## src/rtl/fir_frame_sequencer.sv

```systemverilog
`default_nettype none
// ============================================================================
// Module      : fir_frame_sequencer
// Description : Frames serial EEG samples for a 32-tap parallel FIR, pulses
//               the load strobe, waits out the filter latency, captures the
//               parallel results into an output buffer and streams them out
//               one word per beat. The next frame fills while the previous
//               one drains.
// Revision    : 1.0 - initial release
// ============================================================================
module fir_frame_sequencer #(
  parameter int FRAME_LEN = 32,
  parameter int DIN_W     = 12,
  parameter int DOUT_W    = 29,
  parameter int FIR_LAT   = 2,
  parameter int CNT_W     = 16
) (
  input  logic                          clk,
  input  logic                          reset,
  input  logic                          s_valid,
  output logic                          s_ready,
  input  logic [DIN_W-1:0]              s_data,
  output logic                          fir_load,
  output logic [FRAME_LEN*DIN_W-1:0]    fir_din,
  input  logic [FRAME_LEN*DOUT_W-1:0]   fir_dout,
  output logic                          m_valid,
  input  logic                          m_ready,
  output logic [DOUT_W-1:0]             m_data,
  output logic                          m_last,
  output logic                          busy,
  output logic [CNT_W-1:0]              frame_cnt
);

  localparam int IDX_W = (FRAME_LEN > 1) ? $clog2(FRAME_LEN) : 1;
  localparam int WC_W  = (FIR_LAT > 1) ? $clog2(FIR_LAT) : 1;
  localparam logic [IDX_W-1:0] LAST_IDX = IDX_W'(FRAME_LEN - 1);
  localparam logic [WC_W-1:0]  WC_INIT  = WC_W'(FIR_LAT - 1);

  typedef enum logic [1:0] {
    FILL = 2'd0,
    LOAD = 2'd1,
    WAIT = 2'd2,
    HOLD = 2'd3
  } in_state_t;

  in_state_t                   in_st, in_st_nxt;
  logic [WC_W-1:0]             wcnt, wcnt_nxt;
  logic [IDX_W-1:0]            wr_idx, rd_idx;
  logic [FRAME_LEN*DOUT_W-1:0] obuf;
  logic                        occ;
  logic                        s_hs, m_hs, out_last_hs, out_free, capture;
  logic [DOUT_W-1:0]           words [FRAME_LEN];

  // Output side is "free" when empty or when its final word leaves this cycle,
  // which lets a waiting frame slide in with no gap in m_valid.
  assign s_hs        = s_valid & s_ready;
  assign m_hs        = occ & m_ready;
  assign out_last_hs = m_hs & (rd_idx == LAST_IDX);
  assign out_free    = ~occ | out_last_hs;

  // Input state register and latency down-counter
  always_ff @(posedge clk or negedge reset) begin
    if (!reset) begin
      in_st <= FILL;
      wcnt  <= '0;
    end else begin
      in_st <= in_st_nxt;
      wcnt  <= wcnt_nxt;
    end
  end

  // Input FSM next-state, handshake and strobe decode
  always_comb begin
    in_st_nxt = in_st;
    wcnt_nxt  = wcnt;
    s_ready   = 1'b0;
    fir_load  = 1'b0;
    capture   = 1'b0;
    case (in_st)
      FILL: begin
        s_ready = 1'b1;
        if (s_valid && (wr_idx == LAST_IDX)) in_st_nxt = LOAD;
      end
      LOAD: begin
        fir_load  = 1'b1;
        wcnt_nxt  = WC_INIT;
        in_st_nxt = WAIT;
      end
      WAIT: begin
        if (wcnt == '0) begin
          if (out_free) begin
            capture   = 1'b1;
            in_st_nxt = FILL;
          end else begin
            in_st_nxt = HOLD;
          end
        end else begin
          wcnt_nxt = wcnt - WC_W'(1);
        end
      end
      HOLD: begin
        if (out_free) begin
          capture   = 1'b1;
          in_st_nxt = FILL;
        end
      end
      default: in_st_nxt = FILL;
    endcase
  end

  // Write pointer into the input frame
  always_ff @(posedge clk or negedge reset) begin
    if (!reset) begin
      wr_idx <= '0;
    end else if (s_hs) begin
      wr_idx <= (wr_idx == LAST_IDX) ? '0 : wr_idx + IDX_W'(1);
    end
  end

  // Frame slots; only written on accepted samples, so stable from LOAD to capture
  always_ff @(posedge clk or negedge reset) begin
    if (!reset) begin
      fir_din <= '0;
    end else if (s_hs) begin
      for (int k = 0; k < FRAME_LEN; k++) begin
        if (wr_idx == IDX_W'(k)) fir_din[k*DIN_W +: DIN_W] <= s_data;
      end
    end
  end

  // Output buffer, occupancy, read pointer and frame counter
  always_ff @(posedge clk or negedge reset) begin
    if (!reset) begin
      obuf      <= '0;
      occ       <= 1'b0;
      rd_idx    <= '0;
      frame_cnt <= '0;
    end else begin
      if (capture) begin
        obuf      <= fir_dout;
        frame_cnt <= frame_cnt + CNT_W'(1);
      end
      if (m_hs) begin
        rd_idx <= (rd_idx == LAST_IDX) ? '0 : rd_idx + IDX_W'(1);
      end
      if (capture) begin
        occ <= 1'b1;
      end else if (out_last_hs) begin
        occ <= 1'b0;
      end
    end
  end

  generate
    for (genvar k = 0; k < FRAME_LEN; k++) begin : g_word
      assign words[k] = obuf[k*DOUT_W +: DOUT_W];
    end
  endgenerate

  // Output stream view of the buffer
  always_comb begin
    m_valid = occ;
    m_data  = occ ? words[rd_idx] : '0;
    m_last  = occ & (rd_idx == LAST_IDX);
    busy    = (in_st != FILL) | occ;
  end

endmodule
`default_nettype wire

```

## config.mk

```make
export PLATFORM = sky130hd
export DESIGN_NAME = fir_frame_sequencer
export DESIGN_NICKNAME = d
export VERILOG_FILES = /design/src/rtl/fir_frame_sequencer.sv
export SDC_FILE = /design/constraint.sdc
export NUM_CORES = 2
export LEC_CHECK = 0
export ABC_AREA = 1
export BUFFER_PORTS_ARGS = -buffer_cell sky130_fd_sc_hd__buf_2
export CAP_MARGIN = 0
export CORE_AREA = 2 2 538 540
export DETAILED_ROUTE_END_ITERATION = 12
export DIE_AREA = 0 0 540 542
export GPL_ROUTABILITY_DRIVEN = 0
export PLACE_DENSITY = 0.45
export SLEW_MARGIN = 20
export SYNTH_ARGS = -nofsm -noshare
export SYNTH_HDL_FRONTEND = slang
export SYNTH_SLANG_ARGS = --single-unit
```

## constraint.sdc

```tcl
create_clock -name clk -period 3.8 [get_ports clk]
set_clock_uncertainty 0.15 [all_clocks]
set_input_delay 0.38 -clock clk [delete_from_list [all_inputs] [get_ports clk]]
set_output_delay 0.38 -clock clk [all_outputs]
set_load 0.03 [all_outputs]
```

Word-level counts from Yosys, hierarchy flattened
Cells that the tools add are included.
{"block": "totals", "inputBits": 944, "rom_bits": 0, "n_memories": 0, "reg_bits": 1342, "out_inout_bits": 434, "latch_bits": 0, "word_cells": 149, "ram_bits": 0}
{"block": "classes", "n_eq_ne": 38, "add_sub_neg": 4, "shifts": 0, "muxes": 20, "div": 0, "reduce_logical": 39, "order_cmp": 1, "mul": 0, "n_bitwise": 8}
{"op": "$bmux 29 s5", "count": 1}
{"op": "$mux 29", "count": 3}
{"op": "$eq 5x5->1 const B", "count": 17}
{"op": "$reduce_and 2->1", "count": 32}
{"op": "$eq 5x4->1 const B", "count": 8}
{"op": "$eq 5x3->1 const B", "count": 4}
{"op": "$add 16x1->16 const B", "count": 1}
{"op": "$add 5x1->5 const B", "count": 2}
{"op": "$eq 5x2->1 const B", "count": 2}
{"op": "$mux 5", "count": 2}
{"op": "$mux 2", "count": 4}
{"op": "$pmux 2 s4", "count": 1}
{"op": "$mux 1", "count": 7}
{"op": "$ge 6x6->1 const B", "count": 1}
{"op": "$ne 2x2->1 const B", "count": 3}
{"op": "$not 5->6", "count": 1}
{"op": "$reduce_bool 2->1", "count": 3}
{"op": "$eq 5x1->1 const B", "count": 1}
{"op": "$logic_not 5->1", "count": 1}
{"op": "$and 1x1->1", "count": 4}
{"op": "$eq 2x2->1 const B", "count": 2}
{"op": "$pmux 1 s2", "count": 2}
{"op": "$reduce_and 3->1", "count": 1}
{"op": "$eq 2x1->1 const B", "count": 1}
{"op": "5 further kinds", "count": 6}

Longest topological paths before layout
{"block": "logic_depth", "depth_word": 7, "mapped_depth": 15, "mapped_depth_nobuf": 11}

Worst setup path after synthesis
OpenSTA, ideal clock, no wires.
{"block": "synth_timing", "path_kind": "register to register", "startpoint": "register rd_idx[2]", "endpoint": "register frame_cnt[8]", "slack_ps": 1313, "n_path_buf": 5, "arrival_time_ps": 2217, "path_stages_with_launch": 16, "synth_period_minus_slack_ps": 2487, "path_cell_list": "dfrtp_1 -> buf_2 -> inv_1 -> buf_2 -> buf_1 -> nor3_1 -> ha_1 -> inv_1 -> o21ai_2 -> nand2_1 -> buf_2 -> buf_6 -> nor2_2 -> nand3_1 -> o21ai_1 -> nand2_1"}
{"block": "synth_via", "elab_chain_len": 6}
{"element": "start, declared", "line_no": "48", "source": "logic [IDX_W-1:0] wr_idx, rd_idx;"}
{"element": "start signal, assigned", "line_no": "144", "source": "rd_idx <= (rd_idx == LAST_IDX) ? '0 : rd_idx + IDX_W'(1);"}
{"element": "$eq 5x5->1 (*)", "line_no": "58", "source": "assign out_last_hs = m_hs & (rd_idx == LAST_IDX);"}
{"element": "$and 1x1->1 (*)", "line_no": "58"}
{"element": "$or 1x1->1 (*)", "line_no": "59", "source": "assign out_free = ~occ | out_last_hs;"}
{"element": "$mux 1 (*)", "line_no": "91, 102"}
{"element": "$mux 1", "line_no": "90", "source": "if (wcnt == '0) begin"}
{"element": "$pmux 1 s2 (*)", "line_no": "79", "source": "case (in_st)"}
{"element": "end signal, assigned", "line_no": "141", "source": "frame_cnt <= frame_cnt + CNT_W'(1);"}
{"element": "end, declared", "line_no": "31", "source": "output logic [CNT_W-1:0] frame_cnt"}
Mark *: on every way between the ends. The rest lies on a longest branch, timed or not.
A chain may end at the register's enable or synchronous reset.

Worst setup path after layout
{"block": "layout_timing", "startpoint": "register rd_idx[0]", "endpoint": "output port m_data[13]"}
{"block": "layout_via", "elab_chain_len": 5}
{"element": "$not 5->6 (not written as such)", "line_no": "163", "source": "m_data = occ ? words[rd_idx] : '0;"}
{"element": "$bmux 29 s5", "line_no": "163"}
{"element": "$mux 29 (not written as such) (2 in a row)", "line_no": "163"}
{"element": "$mux 29", "line_no": "163"}
{"element": "end, declared", "line_no": "28", "source": "output logic [DOUT_W-1:0] m_data,"}
No other way between the ends. The select of a mux whose other input is x is not followed.

==> impl_metrics.env <==
export IMPL_status="finished, violations left"
export IMPL_failing_checks="negative setup slack"
export IMPL_drcViolationCount=0
export IMPL_first_global_vias=61899
export IMPL_tightest_slew_ns=1.13
export IMPL_critical_path_max_fanout=12
export IMPL_final_cell_area_um2=89200
export IMPL_worst_setup_path_end_kind="output port"
export IMPL_hold_ws_ns=0.0411
export IMPL_critPathRequiredTime_ns=3.27
export IMPL_timing_final_hold_violations=0
export IMPL_ctsRootBufferMaster="clkbuf_16"
export IMPL_synth_distinct_cells=33
export IMPL_syn_instance_count=7546
export IMPL_route_detailed_vias_per_inst=4.47
export IMPL_reg2reg_depth=13
export IMPL_global_route_usage_over_all_layers_pct=21.8
export IMPL_layout_min_cycle_time_ns=3.80
export IMPL_syn_cell_area_um2=59600
export IMPL_grt_first_pass_wirelength_mm=461
export IMPL_grt_ovfl_total=0
export IMPL_clk_pin_slew_worst_paths_ns=0.06
export IMPL_irDropWorstVdd_mv=0.419
export IMPL_die_h_um=542
export IMPL_critical_path_cell_chain="buf_6, buf_16, buf_12, buf_12, nand2_1, nand3_1, nand3_1, a21oi_2, nor2_4, nor2_4, buf_6"
export IMPL_synth_warnings=0
export IMPL_wire_length_per_cell_after_detailed_routing_um=24.3
export IMPL_fraction_of_final_layout_cells_with_drive_strength_greater_than_1_pct=22.4
export IMPL_critPathKind="reg -> out"
export IMPL_final_critical_path_setup_slack_ns=-0.00197
export IMPL_rows=197
export IMPL_clock_sinks=1342
export IMPL_die_area_um2=293000
export IMPL_fp_dieW_um=540
export IMPL_cap_viol_max_count=0
export IMPL_post_synth_cell_area_avg_um2=7.90
export IMPL_drtAntennaViolNets=0
export IMPL_total_negative_setup_slacks_ns=-0.00197
export IMPL_route_vias_total=61422
export IMPL_nFillCells=30413
export IMPL_mostFrequentLayoutCells="nand2_1 (4034), buf_2 (1347), dfrtp_1 (1336), dlygate4sd3_1 (935), nand3_1 (553)"
export IMPL_max_stage_delay_ns=0.55
export IMPL_final_max_slew_viol_count=0
export IMPL_fin_crit_sh_pct=100
export IMPL_drt_first_pass_iters=6
export IMPL_worst_path_max_delay_cell="dfrtp_4"
export IMPL_hpwl_mm=239
export IMPL_number_of_antenna_violations_at_the_first_check_in_global_routing=44
export IMPL_synth_ff_latch_count=1342
export IMPL_start_kind="register"
export IMPL_layout_nets=10769
export IMPL_finalSetupViolations=1
export IMPL_start_util_pct=20.8
export IMPL_cts_htree_levels=4
export IMPL_ioPinCount=1378
export IMPL_clock_tree_buffer_depth=4
export IMPL_dpl_cell_area_um2=71200
export IMPL_finalWirelength_mm=334
export IMPL_synthesis_nets=8503
export IMPL_largest_net_degree_at_the_start_of_global_routing=114
export IMPL_core_area_um2=287000
export IMPL_insertion_delay_ns=0.82
export IMPL_clock_fmax_mhz=263
export IMPL_power_per_cell_area_nw_per_um2=821
export IMPL_post_layout_nonfiller_instances=13742
export IMPL_area_delta_synth_final_pct=49.6
export IMPL_clock_tree_from_tritoncts="done"
export IMPL_crit_path_dat_ns=3.27
export IMPL_power_leakage_nw=45.8
export IMPL_grt_setup_unrepaired="yes"
export IMPL_final_common_cell="nand2_1"
export IMPL_drt_iter0_drc=5079
export IMPL_io_buffer_count=1377
export IMPL_hold_path_class="in -> async"
export IMPL_tritoncts_num_buffers=166
export IMPL_slew_headroom_pct=24.7
export IMPL_yosysSeqAreaShare_pct=56.3
export IMPL_placed_cells=12427
export IMPL_final_core_util_pct=31.1
worst max-delay path: cells and delay by family, from the launching register on:
kind / cells / cell delay (ns)
buffers and inverters: 5 / 0.83
AO/OA/AOI/OAI: 1 / 0.33
flip-flops: 1 / 0.55
AND/OR/NAND/NOR: 5 / 0.70
cell families after synthesis:
| logic type | Yosys count | synth area share [%] |
|---|---|---|
| adder cells (fa/ha/maj) | 13 | 0.273 |
| XOR/XNOR | 11 | 0.162 |
| AND/OR/NAND/NOR | 4961 | 33.0 |
| flip-flops | 1342 | 56.3 |
| AO/OA/AOI/OAI | 600 | 5.05 |
| buffers and inverters | 619 | 5.21 |
registers in the layout, indices dropped and copies added, names as in the netlist:
| name | count |
|---|---|
| fir_din | 384 |
| frame_cnt | 16 |
| in_st | 2 |
| m_valid | 1 |
| obuf | 928 |
| rd_idx | 5 |
| wcnt | 1 |
| wr_idx | 5 |
synthesized netlist by cell type:
cell / count / area share [%]
inv_2: 3 / 0.019
nor2_2: 2 / 0.021
dfrtp_1: 1342 / 56
nand4_2: 2 / 0.042
o22ai_1: 1 / 0.010
inv_4: 2 / 0.021
clkbuf_1: 135 / 0.85
o21bai_1: 1 / 0.013
nor4_2: 2 / 0.042
nor3_1: 3 / 0.025
inv_1: 101 / 0.64
nor2_4: 2 / 0.038
nand4_1: 8 / 0.084
buf_2: 251 / 2.1
nand3_1: 680 / 5.7
buf_6: 26 / 0.49
xnor2_1: 4 / 0.059
o21ai_0: 385 / 3.2
o31ai_1: 1 / 0.013
nor3_4: 8 / 0.22
o21ai_1: 27 / 0.23
buf_1: 29 / 0.18
xor2_1: 7 / 0.10
nor4_1: 1 / 0.010
nor3_2: 1 / 0.017
ha_1: 13 / 0.27
o21ai_2: 1 / 0.015
a21oi_1: 183 / 1.5
nand2_2: 4 / 0.042
a31oi_1: 1 / 0.010
nor2_1: 178 / 1.1
buf_4: 72 / 0.91
nand2_1: 4070 / 26
stage by stage:
stage	total power, W	setup slack [ns]
floorplan	0.0379	1.31
global placement	0.0522	-0.0201
detailed placement	0.0524	-0.0363
CTS	0.0723	-0.245
global route	0.0775	-0.0943
finish	0.0732	-0.00197
power breakdown:
part | internal (W) | switching, W | total, W | leakage [nW]
Combinational | 0.0108 | 0.0225 | 0.0334 | 25.7
Sequential | 0.0199 | 0.00343 | 0.0234 | 17.4
Clock | 0.00966 | 0.00685 | 0.0165 | 2.73
Total | 0.0404 | 0.0328 | 0.0732 | 45.8
layout make-up:
type / instances / area, um2 / share of cell area, %
timing repair buffer: 2606 / 20300 / 22.7
tap: 3781 / 4730 / 5.30
multi-input combinational: 5585 / 24500 / 27.4
antenna: 23 / 57.6 / 0.0645
clock inverter: 68 / 841 / 0.942
timing repair inverter: 5 / 88.8 / 0.0995
sequential: 1342 / 33600 / 37.7
inverter: 106 / 458 / 0.513
clock buffer: 226 / 4730 / 5.31
worst paths after layout:
path / startpoint / to / slack, ns
min in group clk: s_data[10] / fir_din[274] / 0.10
max in group asynchronous: reset / fir_din[328] / 2.21
worst max-delay path: rd_idx[0] / m_data[13] / -0.002
worst max register to register: rd_idx[0] / obuf[417] / 0.30
worst min-delay path: reset / obuf[852] / 0.04
worst min register to register: frame_cnt[15] / frame_cnt[15] / 0.32
timing repair:
item	CTS	global route
pin swaps	15	62
cloned	11	18
endpoints found under the hold margin	1151	0
endpoints found under the setup margin	29	91
hold buffers	935	0
resized for setup	261	230
setup buffers	17	21
per-layer routing:
layer / wire (um) / GRT usage, %
met1: 143000 / 28.4
met2: 151000 / 34.8
met3: 23600 / 4.54
met4: 16100 / 9.62
met5: 129 / 0
(Power assumes the default switching activity.)
